`src/rtl/uart_pkg.sv`:
```
// Shared UART definitions: register offsets, sanity words, receiver FSM states.
package uart_pkg;

  localparam logic [1:0] REG_DIVIDER = 2'd0;
  localparam logic [1:0] REG_DATA    = 2'd1;
  localparam logic [1:0] REG_STATUS  = 2'd2;
  localparam logic [1:0] REG_SANITY  = 2'd3;

  localparam logic [31:0] RX_SANITY_VALUE = 32'h5EC0B0B1;

  localparam int unsigned UART_FRAME_BITS = 10;
  localparam int unsigned UART_DATA_BITS  = UART_FRAME_BITS - 2;

  typedef enum logic [1:0] {IDLE, START, DATA, STOP} rx_state_e;

  typedef struct packed {
    logic [23:0] rsvd_hi;
    logic [4:0]  level;
    logic        rsvd_lo;
    logic        frame_err;
    logic        overrun;
  } rx_status_t;

endpackage

```
`src/rtl/uart_rx_fifo.sv`:
```
// Byte FIFO for received characters; extra pointer bit separates full from empty.
module uart_rx_fifo #(
  parameter int unsigned FIFO_DEPTH_LOG2 = 3
) (
  input  logic                     clk_i,
  input  logic                     rst_i,
  input  logic                     push,
  input  logic [7:0]               din,
  input  logic                     pop,
  output logic [7:0]               dout,
  output logic                     full,
  output logic                     empty,
  output logic [FIFO_DEPTH_LOG2:0] level
);

  localparam int unsigned DEPTH = 1 << FIFO_DEPTH_LOG2;

  logic [7:0]               mem [DEPTH];
  logic [FIFO_DEPTH_LOG2:0] wr_ptr_q, rd_ptr_q;
  logic                     do_push, do_pop;

  assign empty = (wr_ptr_q == rd_ptr_q);
  assign full  = (wr_ptr_q[FIFO_DEPTH_LOG2] != rd_ptr_q[FIFO_DEPTH_LOG2]) &&
                 (wr_ptr_q[FIFO_DEPTH_LOG2-1:0] == rd_ptr_q[FIFO_DEPTH_LOG2-1:0]);
  assign level = wr_ptr_q - rd_ptr_q;
  assign dout  = mem[rd_ptr_q[FIFO_DEPTH_LOG2-1:0]];

  // A pop frees the slot in the same cycle, so a full FIFO still accepts a push.
  assign do_pop  = pop & ~empty;
  assign do_push = push & (~full | do_pop);

  always_ff @(posedge clk_i or posedge rst_i) begin
    if (rst_i) begin
      wr_ptr_q <= '0;
      rd_ptr_q <= '0;
    end else begin
      if (do_push) wr_ptr_q <= wr_ptr_q + 1'b1;
      if (do_pop)  rd_ptr_q <= rd_ptr_q + 1'b1;
    end
  end

  always_ff @(posedge clk_i) begin
    if (do_push) mem[wr_ptr_q[FIFO_DEPTH_LOG2-1:0]] <= din;
  end

endmodule

```
`src/rtl/wb_uart_rx.sv`:
```
// Wishbone-slave 8N1 UART receiver with RX FIFO, sticky error flags and interrupt.
module wb_uart_rx
  import uart_pkg::*;
#(
  parameter int unsigned WB_DATA_WIDTH   = 32,
  parameter int unsigned WB_ADDR_WIDTH   = 32,
  parameter int unsigned WB_SEL_WIDTH    = WB_DATA_WIDTH / 8,
  parameter int unsigned FIFO_DEPTH_LOG2 = 3
) (
  input  logic                     clk_i,
  input  logic                     rst_i,
  input  logic                     uart_rx_i,
  input  logic [WB_ADDR_WIDTH-1:0] wb_addr_i,
  input  logic [WB_DATA_WIDTH-1:0] wb_data_i,
  input  logic [WB_SEL_WIDTH-1:0]  wb_sel_i,
  input  logic                     wb_we_i,
  input  logic                     wb_cyc_i,
  input  logic                     wb_stb_i,
  output logic                     wb_ack_o,
  output logic [WB_DATA_WIDTH-1:0] wb_data_o,
  output logic                     rx_irq_o
);

  localparam int unsigned LVL_W = FIFO_DEPTH_LOG2 + 1;

  logic             sync1_q, sync2_q;
  rx_state_e        state_q, state_d;
  logic [31:0]      cnt_q, cnt_d, div_q, div_lat_q, div_lat_d, period_c, half_c;
  logic [2:0]       bit_q, bit_d;
  logic [7:0]       shift_q, shift_d;
  logic             brk_q, brk_d;
  logic             push_c, ferr_set_c;
  logic             ack_q, acc_c, pop_c, wr_status_c;
  logic [1:0]       reg_sel;
  logic             overrun_q, frame_err_q, irq_q;
  logic [31:0]      rdata_q, rd_data_c;
  logic [7:0]       fifo_dout;
  logic             fifo_full, fifo_empty;
  logic [LVL_W-1:0] fifo_level;
  rx_status_t       status_c;
  logic             unused_bits;

  assign unused_bits = ^{wb_sel_i, wb_addr_i[WB_ADDR_WIDTH-1:4], wb_addr_i[1:0]};

  // Two-flop synchronizer; idle-high reset value avoids a false start bit.
  always_ff @(posedge clk_i or posedge rst_i) begin
    if (rst_i) begin
      sync1_q <= 1'b1;
      sync2_q <= 1'b1;
    end else begin
      sync1_q <= uart_rx_i;
      sync2_q <= sync1_q;
    end
  end

  assign period_c = div_lat_q + 32'd2;
  assign half_c   = period_c >> 1;

  always_ff @(posedge clk_i or posedge rst_i) begin
    if (rst_i) begin
      state_q   <= IDLE;
      cnt_q     <= '0;
      bit_q     <= '0;
      shift_q   <= '0;
      brk_q     <= 1'b0;
      div_lat_q <= 32'd1;
    end else begin
      state_q   <= state_d;
      cnt_q     <= cnt_d;
      bit_q     <= bit_d;
      shift_q   <= shift_d;
      brk_q     <= brk_d;
      div_lat_q <= div_lat_d;
    end
  end

  always_comb begin
    state_d    = state_q;
    cnt_d      = cnt_q + 32'd1;
    bit_d      = bit_q;
    shift_d    = shift_q;
    brk_d      = brk_q;
    div_lat_d  = div_lat_q;
    push_c     = 1'b0;
    ferr_set_c = 1'b0;
    case (state_q)
      IDLE: begin
        cnt_d = '0;
        if (!sync2_q) begin
          state_d   = START;
          div_lat_d = div_q;
        end
      end
      START: begin
        if (cnt_q == half_c - 32'd1) begin
          cnt_d   = '0;
          bit_d   = '0;
          state_d = sync2_q ? IDLE : DATA;
        end
      end
      DATA: begin
        if (cnt_q == period_c - 32'd1) begin
          cnt_d   = '0;
          shift_d = {sync2_q, shift_q[7:1]};
          bit_d   = bit_q + 3'd1;
          if (bit_q == 3'(UART_DATA_BITS - 1)) state_d = STOP;
        end
      end
      STOP: begin
        // After a framing error, hold here until the line returns to idle.
        if (brk_q) begin
          cnt_d = '0;
          if (sync2_q) begin
            brk_d   = 1'b0;
            state_d = IDLE;
          end
        end else if (cnt_q == period_c - 32'd1) begin
          cnt_d = '0;
          if (sync2_q) begin
            push_c  = 1'b1;
            state_d = IDLE;
          end else begin
            ferr_set_c = 1'b1;
            brk_d      = 1'b1;
          end
        end
      end
      default: state_d = IDLE;
    endcase
  end

  assign acc_c       = wb_cyc_i & wb_stb_i & ~ack_q;
  assign reg_sel     = wb_addr_i[3:2];
  assign pop_c       = acc_c & ~wb_we_i & (reg_sel == REG_DATA);
  assign wr_status_c = acc_c & wb_we_i & (reg_sel == REG_STATUS);

  uart_rx_fifo #(.FIFO_DEPTH_LOG2(FIFO_DEPTH_LOG2)) u_fifo (
    .clk_i (clk_i),
    .rst_i (rst_i),
    .push  (push_c),
    .din   (shift_q),
    .pop   (pop_c),
    .dout  (fifo_dout),
    .full  (fifo_full),
    .empty (fifo_empty),
    .level (fifo_level)
  );

  assign status_c = '{rsvd_hi: '0, level: 5'(fifo_level), rsvd_lo: 1'b0,
                      frame_err: frame_err_q, overrun: overrun_q};

  always_comb begin
    rd_data_c = '0;
    case (reg_sel)
      REG_DIVIDER: rd_data_c = div_q;
      REG_DATA:    rd_data_c = fifo_empty ? 32'd0 : {23'd0, 1'b1, fifo_dout};
      REG_STATUS:  rd_data_c = 32'(status_c);
      REG_SANITY:  rd_data_c = RX_SANITY_VALUE;
      default:     rd_data_c = '0;
    endcase
  end

  // Bus registers; a set event in the same cycle as a clear keeps the flag set.
  always_ff @(posedge clk_i or posedge rst_i) begin
    if (rst_i) begin
      ack_q       <= 1'b0;
      rdata_q     <= '0;
      div_q       <= 32'd1;
      overrun_q   <= 1'b0;
      frame_err_q <= 1'b0;
      irq_q       <= 1'b0;
    end else begin
      ack_q   <= acc_c;
      rdata_q <= (acc_c & ~wb_we_i) ? rd_data_c : 32'd0;
      if (acc_c && wb_we_i && reg_sel == REG_DIVIDER) div_q <= 32'(wb_data_i);
      overrun_q   <= (push_c & fifo_full & ~pop_c) |
                     (overrun_q & ~(wr_status_c & wb_data_i[0]));
      frame_err_q <= ferr_set_c | (frame_err_q & ~(wr_status_c & wb_data_i[1]));
      irq_q       <= ~fifo_empty | overrun_q | frame_err_q;
    end
  end

  assign wb_ack_o  = ack_q & wb_cyc_i;
  assign wb_data_o = WB_DATA_WIDTH'(rdata_q);
  assign rx_irq_o  = irq_q;

endmodule

```
`config.mk`:
```
export PLATFORM = sky130hd
export DESIGN_NAME = wb_uart_rx
export DESIGN_NICKNAME = d
export VERILOG_FILES = /design/src/rtl/uart_pkg.sv /design/src/rtl/uart_rx_fifo.sv /design/src/rtl/wb_uart_rx.sv
export SDC_FILE = /design/constraint.sdc
export NUM_CORES = 1
export LEC_CHECK = 0
export ABC_AREA = 1
export CORE_MARGIN = 2
export CORE_UTILIZATION = 59
export DETAILED_ROUTE_END_ITERATION = 8
export PLACE_DENSITY_LB_ADDON = 0.08
export SLEW_MARGIN = 5
export SYNTH_ARGS = -nofsm -noshare
export SYNTH_HDL_FRONTEND = slang
export SYNTH_SLANG_ARGS = --single-unit
```
`constraint.sdc`:
```
create_clock -name clk_i -period 6.3 [get_ports clk_i]
set_clock_uncertainty 0.1 [all_clocks]
set_input_delay 1.26 -clock clk_i [delete_from_list [all_inputs] [get_ports clk_i]]
set_output_delay 1.26 -clock clk_i [all_outputs]
set_load 0.02 [all_outputs]
```
==> impl_metrics.csv, run 1 <==
group,metric,value,unit
run_status,status,"finished clean",
cells_and_area,nets,1839,
timing,setup_tns,0,ps
route,drtPass1Iterations,5,
timing,rsz0062_at_grt,"no",
timing,period_minus_slack,4960,ps
route,drtIter0Drc,951,
timing,setup_ws,1340,ps
setup_path,path_cells,"ha_1, nand2_2, nor2_8, nand4_1, nand2_1, nand3_1, nor2_2, nand2_1, nand2_1, nand3_1, nand2_1, nand2_1, nor2_1, nand2_1, nor2_2, nand4_1, nor2_2, nand2_1, nor2_1",
place,place_congestion,0.968,
cts,h-tree-depth,1,
die,rows,54,
logic_synthesis,seq_area_frac_synth,45.2,%
min_path,worstHoldPathType,"reg2reg",
logic_synthesis,syn_nets,1766,
setup_path,cp_slowest_stage_delay,810,ps
global_routing,grt_usage,30.6,%
cells_and_area,diodes,0,
logic_synthesis,ys_types,47,
die,start_util,59.7,%
cts,cts_setup_buffers,0,
cts,numClockSinks,220,
cells_and_area,register_area,0.00583,sq mm
cells_and_area,areaGrowthSynthToFinish,13.2,%
setup_path,critical_path_class,"reg2reg",
place,dp_slack,1500,ps
global_routing,grt_pass1_vias,10900,
timing,hold_violations,0,
route,num_vias,11400,
cts,clk-insertion-delay-late,520,ps
route,drt-total-wl,35.4,mm
setup_path,worst_ep_required_time,6340,ps
cts,cts_buffers,23,
cells_and_area,multiInputGateArea,0.00619,sq mm
place,dp_hpwl,26.1,mm
cts,clk_path_buf_depth,3,
setup_path,endpoint_kind,"flop",
logic_synthesis,netlist.top_cell.by_area,"dfrtp_1",
logic_synthesis,syn_avg_cell_area,7.68,sq um
timing,tightestPinTransition,1090,ps
logic_synthesis,ys_warn_count,0,
logic_synthesis,syn_inst,1680,
route,vias_per_cell,5.55,
job,maxCapViolCount,0,
die,die-area,0.0231,sq mm
setup_path,slowest_stage,"nor2_1",
global_routing,gr-total-overflow,0,
cts,cts_resized,0,
timing,fin_crit_sh,78.7,%
setup_path,crit_top_cell,"nand2_1",
logic_synthesis,synth_seq_cells,220,
setup_path,worstSetupStartpointType,"flop",
timing,holdWs,256,ps
timing,setup_viol,0,
cells_and_area,layout-drive-gt1-share,8.81,%
global_routing,grt_pass1_wl,56.8,mm
logic_synthesis,synth_area_leaders,"dfrtp_1 (29%), edfxtp_1 (15%), nand2_1 (12%)",
global_routing,antenna_found_initial,0,
logic_synthesis,synth_ff_type,"dfrtp_1",
place,io_buffers,73,
die,io_pins,108,
power_and_ir_drop,leakage,0.00689,uW
timing,slew-limit-headroom,27.0,%
route,final_antenna_net_count,0,
route,avgRoutedWirePerCell,17.3,microns
timing,slew_violations,0,
timing,max_freq,202,MHz
setup_path,arrival,5000,ps
cts,clkTransAtPathRegs,70,ps
logic_synthesis,async_reset_ff_share,70.9,%
cts,cts_root_buf,"clkbuf_16",
cts,cts_tree,"yes",
global_routing,grt_max_degree,65,
die,die_w,152,microns
power_and_ir_drop,p_per_area,236,mW/mm^2
setup_path,critPathMaxFanout,10,
die,core_area,0.0216,sq mm
die,dieHeight,152,microns
logic_synthesis,synth_top_cell_area_share,29.5,%
cells_and_area,num-fill-cells,1886,
logic_synthesis,synth-edff-count,64,
logic_synthesis,netlist_area,0.0129,sq mm
power_and_ir_drop,ir_drop,246,uV
route,remaining_drc_errors,0,
cts,holdBufCountCts,0,
power_and_ir_drop,finalPower,3440,uW
[worst max-delay path: cells and delay by family (launching register included)]
family | cells | cell delay (ps)
AND/OR/NAND/NOR | 18 | 3510
flip-flops | 1 | 600
adder cells (fa/ha/maj) | 1 | 350
[layout make-up]
class,count,area share (%)
clock inverters,13,0.557
well taps,280,2.40
repair buffers,81,5.41
clock buffers,29,4.31
inverters,194,5.02
multi-input cells,1233,42.4
flip-flops and latches,220,39.9
[logic make-up after synthesis]
family	after synthesis	synth area share, %
muxes	1	0.0873
and+or+nand+nor	953	33.1
DFF	220	45.2
buffers and inverters	227	6.88
adders and majority gates	12	1.22
AOI/OAI and AO/OA	194	8.52
xor gates and xnor gates	73	4.96
[power by group]
group	leakage [uW]	total [uW]	internal (uW)	switching (uW)
clock network	0.000356	1290	716	579
registers	0.00261	1580	1530	43.8
logic	0.00392	572	191	382
total	0.00689	3440	2440	1000
[sequential cells by signal, summed over array words and instances, names as in the netlist, named ones only]
register         count
rx_irq_o             1
wb_data_o           32
frame_err_q          1
ack_q                1
cnt_q               32
u_fifo.wr_ptr_q      4
shift_q              8
u_fifo.mem          64
overrun_q            1
div_lat_q           32
div_q               32
sync1_q              1
brk_q                1
bit_q                3
u_fifo.rd_ptr_q      4
state_q              1
sync2_q              1
[cells in the mapped netlist, types with 6 or more instances]
library cell  instances
nand2_1             418
a21oi_1              37
xnor2_1               6
o221ai_1             14
inv_1               178
nor2_1              256
ha_1                 11
edfxtp_1             64
nor2_2               23
o21bai_1              7
nor2_4               16
nor3_1               16
nand4_1              28
o21ai_2               8
clkbuf_1             27
xor2_1               67
o21ai_0             111
inv_2                12
nor4_1                8
dfrtp_1             152
nand3b_1             13
nand3_1             125
nand2_2              32
[metal layers]
metal / vias up / GRT usage [%] / wire (microns)
li1: 5575 / - / -
met1: 5366 / 44.6 / 15900
met2: 381 / 47.1 / 15700
met3: 63 / 5.45 / 2730
met4: 0 / 9.35 / 1060
met5: - / 0 / 0
[final timing paths]
kind,from,end,slack (ps),cells after the start
min,sync1_q,sync2_q,260,0
min in group asynchronous,rst_i,div_q[17],1050,2
min reg2reg,sync1_q,sync2_q,260,0
max reg2reg,div_lat_q[1],u_fifo.mem[1][7],1340,19
max in group asynchronous,rst_i,bit_q[0],3990,3
max,div_lat_q[1],u_fifo.mem[1][7],1340,19
[metrics by stage]
stage | cell area [sq um] | utilization, % | cells
2_1_floorplan | 12900 | - | 1680
3_5_place_dp | 13900 | 64.3 | 2008
4_1_cts | 14600 | 67.6 | 2050
6_report | 14600 | 67.6 | 2050
3_3_place_gp | 13900 | 64.3 | 2008
5_1_grt | 14600 | 67.6 | 2050
[cell usage in the layout, fill, tap and decap left out, types with 11 or more instances in the layout]
cell	n
nor3_1	16
nand3b_1	13
nor2_1	256
dfrtp_1	152
nand3_1	124
o21ai_0	111
nand4_1	28
nor2_4	16
clkbuf_16	24
xor2_1	67
inv_2	12
clkdlybuf4s50_1	73
edfxtp_1	64
inv_1	177
a21oi_1	37
ha_1	11
nor2_2	23
o221ai_1	14
nand2_2	33
nand2_1	417
No activity file was read; power rests on OpenSTA's default activity.
==> run 2, diff against run 1 <==
- CORE_UTILIZATION: 59 -> 53
- clock period: 6.3 -> 4 ns (I/O delays scaled with it)
==> run 2 against run 1 <==
Against the previous run:
- sequential cell count unchanged
- sequential power up 56%
- clock power up 77%
- setup slack worse by 1100 ps
- hold slack about the same
- non-clock buffer count up 61
==> impl_metrics.csv, run 2 (synthesized netlist as in run 1, its figures left out) <==
group,metric,value,unit
run_status,status,"finished clean",
cells_and_area,fin_area,0.0155,sq mm
power_and_ir_drop,finalPower,5700,uW
global_routing,grt_max_degree,157,
die,io_pins,108,
timing,tightestPinTransition,1040,ps
die,die_w,160,microns
route,num_vias,11500,
cells_and_area,most-common-layout-cells,"nand2_1 (408), nor2_1 (236), inv_1 (177)",
global_routing,grt_pass1_vias,10900,
timing,slew_violations,0,
cells_and_area,diodes,0,
cells_and_area,layout-drive-gt1-share,14.2,%
route,vias_per_cell,5.31,
global_routing,grt_usage,28.5,%
min_path,worstHoldPathType,"reg2reg",
cells_and_area,nets,1902,
cts,clk-insertion-delay-late,540,ps
cts,cts_buffers,24,
setup_path,worstSetupStartpointType,"flop",
route,drtIter0Drc,930,
place,io_buffers,73,
setup_path,path_cells,"ha_2, buf_4, nand3_1, nand2_1, nand2_4, nand3_1, nor2_1, nand2_1, nor2_4, nand3_2, nand2_1, inv_1, nor2_1, nand2_1, nor2_4, nand3_1, nor2_1, nand4_1, nor2_4, nand2_4, nor2_2, buf_6",
die,die-area,0.0256,sq mm
timing,setup_ws,214,ps
cells_and_area,largest_reg_flops,64,
setup_path,critical_path_class,"reg2reg",
cells_and_area,final_common_cell,"nand2_1",
timing,period_minus_slack,3790,ps
timing,holdWs,256,ps
timing,setup_tns,0,ps
timing,setup_viol,0,
setup_path,worst_ep_required_time,4140,ps
setup_path,arrival,3920,ps
timing,fin_crit_sh,94.6,%
route,remaining_drc_errors,0,
die,start_util,53.5,%
cts,cts_root_buf,"clkbuf_16",
route,final_antenna_net_count,0,
setup_path,endpoint_kind,"flop",
power_and_ir_drop,ir_drop,459,uV
global_routing,antenna_found_initial,1,
global_routing,gr-total-overflow,0,
cts,h-tree-depth,1,
setup_path,crit_top_cell,"nand2_1",
place,place_congestion,0.972,
cts,clk_path_buf_depth,3,
die,rows,57,
setup_path,cp_slowest_stage_delay,430,ps
power_and_ir_drop,leakage,0.00727,uW
die,core_area,0.0241,sq mm
timing,slew-limit-headroom,30.7,%
cells_and_area,areaGrowthSynthToFinish,20.1,%
place,placedInstanceArea,0.0144,sq mm
route,avgRoutedWirePerCell,17.0,microns
power_and_ir_drop,p_per_area,368,mW/mm^2
cells_and_area,num-fill-cells,2224,
place,dp_slack,20.9,ps
cts,clkTransAtPathRegs,60,ps
place,dp_hpwl,27.4,mm
die,dieHeight,160,microns
timing,hold_violations,0,
route,drt-total-wl,36.7,mm
cts,numClockSinks,220,
cts,cts_tree,"yes",
setup_path,slowest_stage,"dfrtp_2",
setup_path,critPathMaxFanout,7,
timing,max_freq,264,MHz
route,drtPass1Iterations,6,
job,maxCapViolCount,0,
global_routing,grt_pass1_wl,57.3,mm
run 2: final timing paths:
kind	startpoint	to	slack, ps	cells after the start
worst min-delay path	sync1_q	sync2_q	260	0
worst max register to register	div_lat_q[2]	u_fifo.mem[3][0]	210	22
min in group asynchronous	rst_i	wb_data_o[20]	720	3
worst min register to register	sync1_q	sync2_q	260	0
max in group asynchronous	rst_i	div_lat_q[3]	2350	3
worst max-delay path	div_lat_q[2]	u_fifo.mem[3][0]	210	22
run 2: through the flow:
stage          cells  util [%]
2_1_floorplan   1680         -
3_3_place_gp    2106      59.7
3_5_place_dp    2106      59.7
4_1_cts         2150      63.1
5_1_grt         2158      64.3
6_report        2158      64.3
run 2: where the power goes:
group / internal, uW / switching, uW
logic: 317 / 647
clock network: 1320 / 961
registers: 2410 / 47.6
total: 4050 / 1660
run 2: cell type report:
class | count | area (sq um) | area share [%]
inverter | 194 | 732 | 4.72
tap | 324 | 405 | 2.62
clock inverter | 17 | 206 | 1.33
multi-input combinational | 1234 | 6410 | 41.4
clock buffer | 27 | 612 | 3.95
timing repair buffer | 142 | 1290 | 8.32
sequential | 220 | 5840 | 37.7
run 2: routing by layer:
metal / track usage, % / share of wire (%) / wire [microns]
met3: 5.32 / 6.5 / 2380
met2: 43.4 / 43 / 15900
met1: 41.1 / 47 / 17100
met5: 0 / 0 / 0
met4: 9.58 / 3.4 / 1230
run 2: critical path, delay by kind of cell (launching register included):
kind | cells | cell delay (ps)
simple gates | 18 | 2370
flops | 1 | 430
fa+ha+maj | 1 | 200
buf+inv | 3 | 360
run 2: repair_timing:
item	in CTS	in global routing
setup buffers	0	7
setup endpoints to repair	7	107
resized for setup	1	59
cloned	0	1
hold buffers	0	0
pin swaps	0	13
==> run 3, diff against run 2 <==
- CORE_UTILIZATION: 53 -> 35
==> run 3 against run 2 <==
Against the previous run:
- combinational power fell by 4.8%
- utilization fell by 20 points
- routed wire length rose by 7.6%
- clock power rose by 14%
- largest power group is now the clock network
- cell count rose by 8.3%
- largest cell class unchanged
- first-iteration DRC count fell by 35%
- hold slack improved by 0.74 ps
==> impl_metrics.csv, run 3 (synthesized netlist as in run 1, its figures left out) <==
group,metric,value,unit
setup_path,endpoint_kind,"flop",
setup_path,slowest_stage,"dfrtp_1",
place,dp_hpwl,30.2,mm
global_routing,grt_pass1_vias,11100,
timing,setup_viol,0,
setup_path,path_cells,"ha_1, nand2_2, nor2_8, buf_12, nand3_1, buf_4, o21bai_1, nand2_2, nand2_2, nor2_4, nand3_1, nor2_1, nor2_1, nand2_1, nor2_2, nand3_1, nor2_1, nand4_1, buf_4, nor2_4, nand2_4, nor2_2, buf_4",
place,place_congestion,0.912,
die,core_area,0.0364,sq mm
route,final_antenna_net_count,0,
setup_path,path_buf_inv,4,
route,avgRoutedWirePerCell,16.9,microns
cts,clkTransAtPathRegs,60,ps
route,remaining_drc_errors,0,
setup_path,critPathMaxFanout,5,
global_routing,antenna_found_initial,0,
setup_path,critical_path_class,"reg2reg",
power_and_ir_drop,p_seq_share,41.2,%
cts,clk_path_buf_depth,3,
cells_and_area,most-common-layout-cells,"nand2_1 (406), nor2_1 (239), inv_1 (177)",
die,io_pins,108,
timing,slew-limit-headroom,29.9,%
cts,cts_buffers,27,
cells_and_area,register_area,0.00583,sq mm
cells_and_area,num-fill-cells,3718,
route,drt-total-wl,39.5,mm
run_status,status,"finished clean",
global_routing,gr-total-overflow,0,
setup_path,r2r_slack,220,ps
cts,clk-insertion-delay-late,580,ps
power_and_ir_drop,leakage,0.00749,uW
timing,period_minus_slack,3780,ps
timing,tightestPinTransition,1050,ps
global_routing,grt_max_degree,65,
cells_and_area,nets,1935,
setup_path,arrival,3960,ps
power_and_ir_drop,p_switching,1710,uW
route,drtPass1Iterations,5,
power_and_ir_drop,ir_drop,319,uV
timing,max_freq,264,MHz
cts,holdBufCountCts,0,
global_routing,grt_pass1_wl,61.9,mm
timing,fin_crit_sh,94.5,%
power_and_ir_drop,netSwitchingFraction,28.5,%
global_routing,grt_usage,20.7,%
route,drtIter0Drc,600,
cts,h-tree-depth,1,
cells_and_area,layout-drive-gt1-share,15.5,%
setup_path,path_delay_family,"simple AND/OR/NAND/NOR gates",
power_and_ir_drop,cellInternalPower,4290,uW
timing,hold_violations,0,
route,num_vias,11400,
power_and_ir_drop,power_frac_comb,15.3,%
job,maxCapViolCount,0,
cts,cts_tree,"yes",
cts,cts_root_buf,"clkbuf_16",
die,start_util,35.4,%
setup_path,cp_slowest_stage_delay,400,ps
power_and_ir_drop,clockPowerShare,43.5,%
cells_and_area,largest_reg_flops,64,
cells_and_area,areaGrowthSynthToFinish,24.0,%
die,dieHeight,196,microns
place,io_buffers,73,
cells_and_area,final_common_cell,"nand2_1",
cts,numClockSinks,220,
setup_path,worst_ep_required_time,4180,ps
cells_and_area,multiInputGateArea,0.00633,sq mm
die,die_w,196,microns
die,die-area,0.0384,sq mm
die,rows,70,
setup_path,worstSetupStartpointType,"flop",
power_and_ir_drop,finalPower,6000,uW
timing,slew_violations,0,
cells_and_area,fin_util,43.9,%
power_and_ir_drop,p_per_area,375,mW/mm^2
route,vias_per_cell,4.89,
min_path,worstHoldPathType,"reg2reg",
## run 3: power by group through the flow
stage	combinational (uW)	sequential, uW	clock [uW]
floorplan	569	2520	0
global placement	915	2520	0
detailed placement	918	2520	0
CTS	922	2480	2670
global route	1030	2490	2760
finish	917	2470	2610
## run 3: worst reg2reg max path, stage by stage, from the launching register on
cell and delay [ps]:
dfrtp_1 400, ha_1 200, nand2_2 110, nor2_8 140
buf_12 130, nand3_1 140, buf_4 170, o21bai_1 150
nand2_2 150, nand2_2 120, nor2_4 60, nand3_1 120
nor2_1 70, nor2_1 120, nand2_1 100, nor2_2 140
nand3_1 90, nor2_1 90, nand4_1 100, buf_4 180
nor2_4 190, nand2_4 110, nor2_2 130, buf_4 170
## run 3: worst paths after layout
| path | from | end | depth (start not counted) |
|---|---|---|---|
| worst min-delay path | sync1_q | sync2_q | 0 |
| min in group asynchronous | rst_i | div_q[14] | 2 |
| worst max register to register | div_lat_q[1] | u_fifo.mem[2][1] | 23 |
| worst min register to register | sync1_q | sync2_q | 0 |
| worst max-delay path | div_lat_q[1] | u_fifo.mem[2][1] | 23 |
| max in group asynchronous | rst_i | div_lat_q[0] | 3 |
## run 3: per-layer routing
metal  global-route usage (%)  part of all wire [%]  vias to the layer above
met1                     29.9                    49                     5351
li1                         -                     -                     5765
met2                     32.1                    43                      257
met3                     3.95                   6.0                       50
met4                     4.88                   2.1                        0
met5                        0                     0                        -
## run 3: final cells by class
| cell class | instances | share of cell area [%] |
|---|---|---|
| Clock buffer | 32 | 4.53 |
| Sequential cell | 220 | 36.5 |
| Tap cell | 468 | 3.66 |
| Multi-Input combinational cell | 1233 | 39.6 |
| Clock inverter | 17 | 1.31 |
| Antenna cell | 1 | 0.0156 |
| Timing Repair Buffer | 173 | 9.88 |
| Inverter | 194 | 4.58 |
## run 3: through the flow
stage               TNS, ps  instances  hold WS [ps]  setup slack (ps)  instance area (sq um)
detailed placement        0       2277           252              55.1                  14800
floorplan                 0       1680           245               401                  12900
CTS                       0       2326           257              20.7                  15700
global placement          0       2277           248              45.4                  14800
global route           -544       2337           261             -32.7                  16000
finish                    0       2338           257               218                  16000
## run 3: what timing repair did
item                                    in CTS  in global routing
buffers inserted                             0                 11
endpoints found under the setup margin       0                108
gates resized for setup                      0                 47
